--- src/rtl/clock_pkg.sv ---
// Shared types, moduli and BCD helpers for the clock datapath counters.
package clock_pkg;

  typedef logic [3:0] bcd_t;

  localparam int SEC_MOD    = 60;
  localparam int MIN_MOD    = 60;
  localparam int HOUR24_MOD = 24;
  localparam int HOUR12_MOD = 12;

  // What a counter does at the coming edge, decided before the digit update.
  typedef enum logic [1:0] {
    OP_HOLD,
    OP_LOAD,
    OP_REJECT,
    OP_STEP
  } op_e;

  function automatic logic [7:0] to_bcd(int v);
    bcd_t h;
    bcd_t l;
    h = bcd_t'(v / 10);
    l = bcd_t'(v % 10);
    return {h, l};
  endfunction

  function automatic logic bcd_valid(bcd_t d);
    return d <= 4'd9;
  endfunction

endpackage

--- src/rtl/bcd_digit_step.sv ---
// Combinational single BCD digit increment/decrement with a wrap limit.
module bcd_digit_step
  import clock_pkg::*;
(
  input  bcd_t digit,
  input  logic up,
  input  bcd_t limit,
  output bcd_t next,
  output logic wrap
);

  always_comb begin
    next = digit;
    wrap = 1'b0;
    if (up) begin
      if (digit >= limit) begin
        next = '0;
        wrap = 1'b1;
      end else begin
        next = digit + 4'd1;
      end
    end else begin
      if (digit == '0) begin
        next = limit;
        wrap = 1'b1;
      end else begin
        next = digit - 4'd1;
      end
    end
  end

endmodule

--- src/rtl/bcd_mod_counter.sv ---
// Two-digit BCD modulo-MOD up/down counter with preset and carry/borrow pulse.
module bcd_mod_counter
  import clock_pkg::*;
#(
  parameter int MOD  = 24,
  parameter int INIT = 0
)
(
  input  logic       clk,
  input  logic       clr,
  input  logic       en,
  input  logic       up,
  input  logic       load,
  input  logic [3:0] ld_h,
  input  logic [3:0] ld_l,
  output logic [3:0] cnt_h,
  output logic [3:0] cnt_l,
  output logic       carry,
  output logic       ld_err
);

  if (MOD < 2 || MOD > 99 || INIT < 0 || INIT >= MOD) begin : g_param_check
    $fatal(1, "bcd_mod_counter: illegal MOD=%0d INIT=%0d", MOD, INIT);
  end

  localparam logic [7:0] INIT_BCD = to_bcd(INIT);
  localparam logic [7:0] TOP_BCD  = to_bcd(MOD - 1);
  localparam bcd_t       TOP_H    = TOP_BCD[7:4];
  localparam bcd_t       TOP_L    = TOP_BCD[3:0];

  bcd_t l_next;
  bcd_t h_next;
  logic l_wrap;
  logic h_wrap;
  logic terminal;
  logic preset_ok;
  op_e  op;

  bcd_t d_h;
  bcd_t d_l;
  logic d_carry;
  logic d_err;

  bcd_digit_step u_units (
    .digit (cnt_l),
    .up    (up),
    .limit (4'd9),
    .next  (l_next),
    .wrap  (l_wrap)
  );

  bcd_digit_step u_tens (
    .digit (cnt_h),
    .up    (up),
    .limit (TOP_H),
    .next  (h_next),
    .wrap  (h_wrap)
  );

  // Tens wrap flags "tens at its extreme"; the modulus wrap also needs the units digit.
  always_comb begin
    terminal = 1'b0;
    if (up) begin
      terminal = h_wrap && (cnt_l == TOP_L);
    end else begin
      terminal = h_wrap && l_wrap;
    end
  end

  // Digit-wise compare against MOD-1 keeps the check in 4-bit arithmetic.
  always_comb begin
    preset_ok = bcd_valid(ld_h) && bcd_valid(ld_l) &&
                ((ld_h < TOP_H) || ((ld_h == TOP_H) && (ld_l <= TOP_L)));
  end

  always_comb begin
    op = OP_HOLD;
    if (load) begin
      op = preset_ok ? OP_LOAD : OP_REJECT;
    end else if (en) begin
      op = OP_STEP;
    end
  end

  always_comb begin
    d_h     = cnt_h;
    d_l     = cnt_l;
    d_carry = 1'b0;
    d_err   = 1'b0;
    unique case (op)
      OP_LOAD: begin
        d_h = ld_h;
        d_l = ld_l;
      end
      OP_REJECT: begin
        d_err = 1'b1;
      end
      OP_STEP: begin
        if (terminal) begin
          {d_h, d_l} = up ? 8'h00 : TOP_BCD;
          d_carry    = 1'b1;
        end else begin
          d_l = l_next;
          d_h = l_wrap ? h_next : cnt_h;
        end
      end
      default: begin
      end
    endcase
  end

  always_ff @(posedge clk or posedge clr) begin
    if (clr) begin
      cnt_h  <= INIT_BCD[7:4];
      cnt_l  <= INIT_BCD[3:0];
      carry  <= 1'b0;
      ld_err <= 1'b0;
    end else begin
      cnt_h  <= d_h;
      cnt_l  <= d_l;
      carry  <= d_carry;
      ld_err <= d_err;
    end
  end

endmodule

--- config.mk ---
export PLATFORM = sky130hd
export DESIGN_NAME = bcd_mod_counter
export DESIGN_NICKNAME = d
export VERILOG_FILES = /design/src/rtl/clock_pkg.sv /design/src/rtl/bcd_digit_step.sv /design/src/rtl/bcd_mod_counter.sv
export SDC_FILE = /design/constraint.sdc
export NUM_CORES = 1
export LEC_CHECK = 0
export BUFFER_PORTS_ARGS = -buffer_cell sky130_fd_sc_hd__buf_2
export CORE_AREA = 3 3 57 59
export CTS_BUF_LIST = sky130_fd_sc_hd__clkbuf_8
export CTS_CLUSTER_DIAMETER = 80
export DETAILED_ROUTE_END_ITERATION = 12
export DIE_AREA = 0 0 60 62
export GPL_ROUTABILITY_DRIVEN = 0
export PLACE_DENSITY = 0.65
export SLEW_MARGIN = 20
export SYNTH_ARGS = -nofsm -noshare
export SYNTH_HDL_FRONTEND = slang
export SYNTH_HIERARCHICAL = 1
export SYNTH_SLANG_ARGS = --single-unit
--- constraint.sdc ---
create_clock -name clk -period 2.3 [get_ports clk]
set_input_delay 0.115 -clock clk [delete_from_list [all_inputs] [get_ports clk]]
set_output_delay 0.115 -clock clk [all_outputs]
set_load 0.05 [all_outputs]
# Yosys cells after proc, flatten, opt, wreduce, memory -nomap -nowiden
# Index checks and enable logic that the tools add are counted.
classes:
  n_addsub: 4
  magnitude_cmp: 6
  n_eq_ne: 6
  muxes: 25
  n_reduce_logical: 10
op_table:
  columns: ["op", "count"]
  rows:
  - ["$mux 4", 9]
  - ["$pmux 4 s2", 2]
  - ["$mux 1", 10]
  - ["$add 4x1->4 const B", 2]
  - ["$eq 4x2->1 const B", 2]
  - ["$le 4x4->1 const B", 2]
  - ["$logic_not 4->1", 2]
  - ["$sub 4x1->4 const B", 2]
  - ["$mux 2", 3]
  - ["$mux 6", 1]
  - ["$logic_and 1x1->1", 5]
  - ["$eq 2x2->1 const B", 2]
  - ["$ge 4x2->1 const B", 1]
  - ["$ge 4x4->1 const B", 1]
  - ["$le 4x2->1 const B", 1]
  - ["$lt 4x2->1 const B", 1]
  - ["$ne 3x3->1 const B", 1]
  - ["$eq 2x1->1 const B", 1]
  - ["$reduce_and 2->1", 1]
  - ["$reduce_bool 2->1", 1]
  - ["$logic_or 1x1->1", 1]
word_totals:
  regBits: 10
  inputBits: 13
  output_inout_bits: 10
  wordCells: 55

# Longest topological paths before layout
logic_depth:
  word_depth: 9
  depth_mapped: 9
  depth_no_buf: 9

# Hierarchy
# The synthesis kept the hierarchy.
modules_own_cells:
  columns: ["mod", "instances", "cells_each", "area_per_inst_um2", "seq_area_each_um2"]
  rows:
  - ["bcd_mod_counter", 1, 64, 654.4, 250.2]
  - ["bcd_digit_step", 2, 37, 295.3, 0.0]

# Worst setup path after synthesis
# OpenSTA, ideal clock, no wires.
synth_path:
  kind: "register -> register"
  startpoint: "reg cnt_l[0]"
  endpoint: "reg cnt_l[2]"
  setup_ns: 0.125
  t_arrival_ns: 2.316
  required_ns: 2.175
  setup_slack_ns: -0.141
  path_stages_with_launch: 10
  path_buffers: 0
  period_less_slack_ns: 2.441
  path_cell_list: "dfrtp_1 > inv_1 > ha_1 > nor3b_1 > o2111ai_2 > o21a_1 > nand2b_1 > o2111ai_1 > o311ai_0 > mux2_4"
synth_between:
  elab_chain_len: 7
  word_cells_on_any_way: 16
  cone_classes: "add/sub: 2; order compare: 1; eq/ne: 1; mux: 9; reduce/logical: 3"
synth_lines:
  columns: ["item", "line", "rtl"]
  rows:
  - ["start, declared", "bcd_mod_counter.sv:17", "output logic [3:0] cnt_l,"]
  - ["start signal, assigned", "bcd_mod_counter.sv:115", "cnt_l <= INIT_BCD[3:0];"]
  - ["start signal, assigned", "bcd_mod_counter.sv:120", "cnt_l <= d_l;"]
  - ["$ge 4x4->1 / $logic_not 4->1 (equally long branches)", "bcd_digit_step.sv:16, bcd_digit_step.sv:23", null]
  - ["$mux 1, on equally long branches", "bcd_digit_step.sv:16, bcd_digit_step.sv:23", null]
  - ["$mux 1 *", "bcd_digit_step.sv:15", "if (up) begin"]
  - ["named net l_wrap", "bcd_mod_counter.sv:33", "logic l_wrap;"]
  - ["$logic_and 1x1->1 *", "bcd_mod_counter.sv:66", "terminal = h_wrap && l_wrap;"]
  - ["$mux 1 *", "bcd_mod_counter.sv:63", "if (up) begin"]
  - ["$mux 4 *", "bcd_mod_counter.sv:99", "if (terminal) begin"]
  - ["$pmux 4 s2 *", "bcd_mod_counter.sv:90", "unique case (op)"]
# The timed path passes the listed nets; every way through them passes the cells marked *.
# A chain may end at the register's enable or synchronous reset.

# Worst setup path after layout
layout_path:
  startpoint: "reg cnt_l[1]"
  endpoint: "reg cnt_l[0]"
layout_between:
  word_cells_on_any_way: 14
  cone_classes: "order compare: 1; eq/ne: 1; mux: 9; reduce/logical: 3"
layout_lines:
  columns: ["item", "line", "rtl"]
  rows:
  - ["$ge 4x4->1 / $logic_not 4->1 (equally long branches)", "bcd_digit_step.sv:16, bcd_digit_step.sv:23", null]
  - ["$mux 4, on equally long branches", "bcd_digit_step.sv:16, bcd_digit_step.sv:23", null]
  - ["$mux 4 *", "bcd_digit_step.sv:15", null]
  - ["named net l_next[0]", "bcd_mod_counter.sv:31", "bcd_t l_next;"]
  - ["$mux 4 *", "bcd_mod_counter.sv:99", null]
  - ["$pmux 4 s2 *", "bcd_mod_counter.sv:90", null]
# Marked as above.

==> summary.md <==
| Metric | Value |
|---|---|
| Status | completed |
| Yosys warns | 6 |
| Post-synthesis xor/xnor area fraction | 0.0281 |
| Compound-Gate Fraction of Synth Area | 0.249 |
| Starting DRT DRC Count | 36 |
| Htree depth | 1 |
| WL per Instance | 13.8 um |
| CP top delay family | simple AND/OR/NAND/NOR gates |
| Die H | 62 um |
| Rel. slew slack | 0.559 |
| Fmax achieved | 463 MHz |
| Initial Utilization | 0.451 |
| Worst min-delay path category | primary input to flop |
| Pleak | 0.000752 uW |
| Die area | 3720 um2 |
| Share of cells above drive strength 1 | 0.319 |
| Period utilisation layout | 0.938 |
| Port Buffers | 22 |
| Multiplexer share of the synthesized area | 0.0724 |
| Inserted Diodes | 0 |
| CP endpoint | cnt_l[0] |
| Slowest cell on the critical path | dfrtp_2 |
| Required @ worst endpoint | 2.42 ns |
| Final core occ | 0.581 |
| R2R depth | 8 |
| DRT Pass-1 Iters | 4 |
| Total GRT Usage | 0.185 |
| Synthesized cell area | 1240 um2 |
| Synth Area in Simple Gates | 0.261 |
| Largest family of logic cells by synthesized area | simple AND/OR/NAND/NOR gates |
| Clock latency on the worst-skew pair | 0.23 ns |
| Yosys cell types | 49 |
| Reg-to-Reg End | cnt_l[0] |
| Row count | 19 |
| Area grow syn2layout | 28.6% |
| CTS tree | yes |
| Crit path largest cell delay | 0.43 ns |
| DRC Markers | 0 |
| Die width | 60 um |
| R2R setup slack | 0.14 ns |
| TritonCTS buffer count | 3 |
| Worst path depth | 8 |
| Setup violators final | 0 |
| Final Max Tran Viols | 0 |
| Nets | 214 |
| Post-Synth Adder-Cell Area | 0.121 |
| First-pass GRT wire length | 5250 um |
| Clock-pin transition on the worst setup and hold timing paths | 0.05 ns |
| Share of Yosys cell area claimed by the top area cell type | 0.201 |
| I/O pin count | 23 |
| Vias | 1211 |
| Clk sink count | 10 |
| Overflow after GRT | 0 |
| RSZ-0062 raised after global routing | no |
| EDFF count, synth | 0 |
| Crit path from | cnt_l[1] |
| Largest net degree at the start of global routing | 19 |
| Crit path time final | 2.16 ns |
| CP Cell Sequence | buf_4, inv_1, ha_1, nor3b_4, or3_1, o211ai_1, a221o_1, mux2_4 |
| Register bit total from synthesis | 10 |
| Worst Setup End Kind | flop |
| Largest fanout on the critical path | 6 |
| Total core area | 2760 um2 |
| Final-report hold violation count | 0 |
| Type of the worst setup path | flop to flop |
| Top cells by count, synth | 18 x inv_1, 12 x ha_1, 10 x dfrtp_1, 6 x nor3_1 |
| CP Data Arrival Time | 2.28 ns |
| Top_reg_cell synth | dfrtp_1 |
| Drt total wl | 3030 um |
| Antenna violations before repair | 0 |
| Worst IR drop on VDD | 0.716 mV |
| Vias per cell | 5.53 |
| Synth area leaders | dfrtp_1 20%, ha_1 12%, inv_1 5.4% |
| Worst-Margin Slew | 0.660 ns |
| Hold slack | 0.122 ns |
| Avg Cell Area, Syn | 9.02 um2 |
| Most instantiated library cell after synthesis | inv_1 |
| Post-DP HPWL | 2340 um |
| Clk root buf | clkbuf_8 |
| Critical path launch point type | flop |
| Seq/Total Area, Yosys | 0.201 |
| Worst-case clock buffer depth | 2 |
| R2r startpoint | cnt_l[1] |
| Antenna viol nets, final | 0 |
| Gate Count Post-Synth | 138 |
| Maxcap violations | 0 |
| Async set-reset flop share out of synthesis | 1.00 |
| Fin Clk Skew | 0.00131 ns |
| Worst path buffer plus inverter count | 2 |
| Power per standard cell area | 812 nW/um2 |
| Number of global-route vias before repair | 1184 |
| Synth area leader | dfrtp_1 |
power by group:
| group | total, uW | leakage [uW] | switching (uW) | internal, uW |
|---|---|---|---|---|
| logic | 853 | 0.000609 | 500 | 354 |
| clock network | 184 | 0.0000269 | 67.4 | 117 |
| registers | 264 | 0.000116 | 43.5 | 220 |
cell families (layout without fill, tap and decap cells):
| group | Yosys count | in the layout |
|---|---|---|
| simple gates | 45 | 45 |
| compound gates | 38 | 38 |
| buf+inv | 20 | 56 |
| fa+ha+maj | 12 | 12 |
| flops | 10 | 10 |
| mux | 7 | 7 |
| xor+xnor | 4 | 4 |
| other cells | 2 | 16 |
timing repair:
item,in CTS,in global routing
hold buffers,1,0
buffers inserted,0,1
setup endpoints to repair,0,5
hold endpoints to repair,10,0
gates resized for setup,0,4
worst min path at each step:
stage / from / endpoint / slack (ns) / cells past startpoint
5_1_grt: ld_h[2] / ld_err / 0.13 / 2
3_5_place_dp: clr / carry / 0.13 / 2
3_3_place_gp: clr / cnt_h[0] / 0.12 / 2
2_1_floorplan: clr / carry / -0.05 / 1
6_report: ld_h[2] / ld_err / 0.12 / 2
4_1_cts: ld_h[2] / ld_err / 0.12 / 2
worst reg2reg max path, stage by stage, from the launching register on:
cell	delay, ns
dfrtp_2	0.43
buf_4	0.17
inv_1	0.06
ha_1	0.24
nor3b_4	0.30
or3_1	0.16
o211ai_1	0.09
a221o_1	0.34
mux2_4	0.26
placed cells by master (no fill, tap or decap), types with 4 or more instances in the layout:
cell,Yosys,final
a21oi_1,4,4
buf_2,0,22
buf_4,0,11
conb_1,2,16
dfrtp_1,10,4
dfrtp_2,0,6
ha_1,12,12
inv_1,18,19
mux2_4,4,4
nand2_1,5,5
nor2b_1,4,4
nor3_1,6,6
o211ai_1,4,4
o22ai_1,5,4
metrics by stage:
stage                     power [uW]  instance area [um2]  std cells  setup TNS (ns)  worst slack [ns]
after floorplan                  855                 1310        152         -0.0146           -0.0146
after global placement          1070                 1520        213               0             0.192
after detailed placement        1090                 1520        213               0            0.0712
after CTS                       1280                 1580        218               0            0.0560
after global routing            1410                 1600        219               0           0.00788
final                           1300                 1600        219               0             0.142
state kept, by name, summed over array words and instances (netlist names):
signal and cells:
cnt_h 4, cnt_l 4, carry 1, ld_err 1
final cells by class:
class	count	area [um2]
Fill cell	258	1160
Multi-Input combinational cell	122	990
Sequential cell	10	258
Timing Repair Buffer	34	203
Inverter	18	67.6
Clock buffer	3	41.3
Tap cell	31	38.8
Clock inverter	1	3.75
per-layer routing:
metal / vias up / part of all wire / global-route usage / wire (um)
li1: 607 / - / - / -
met1: 575 / 0.47 / 0.243 / 1410
met2: 27 / 0.50 / 0.310 / 1500
met3: 2 / 0.036 / 0.0393 / 109
met4: 0 / 0.0026 / 0.0475 / 8
met5: - / 0 / 0 / 0
(Power assumes the default switching activity.)
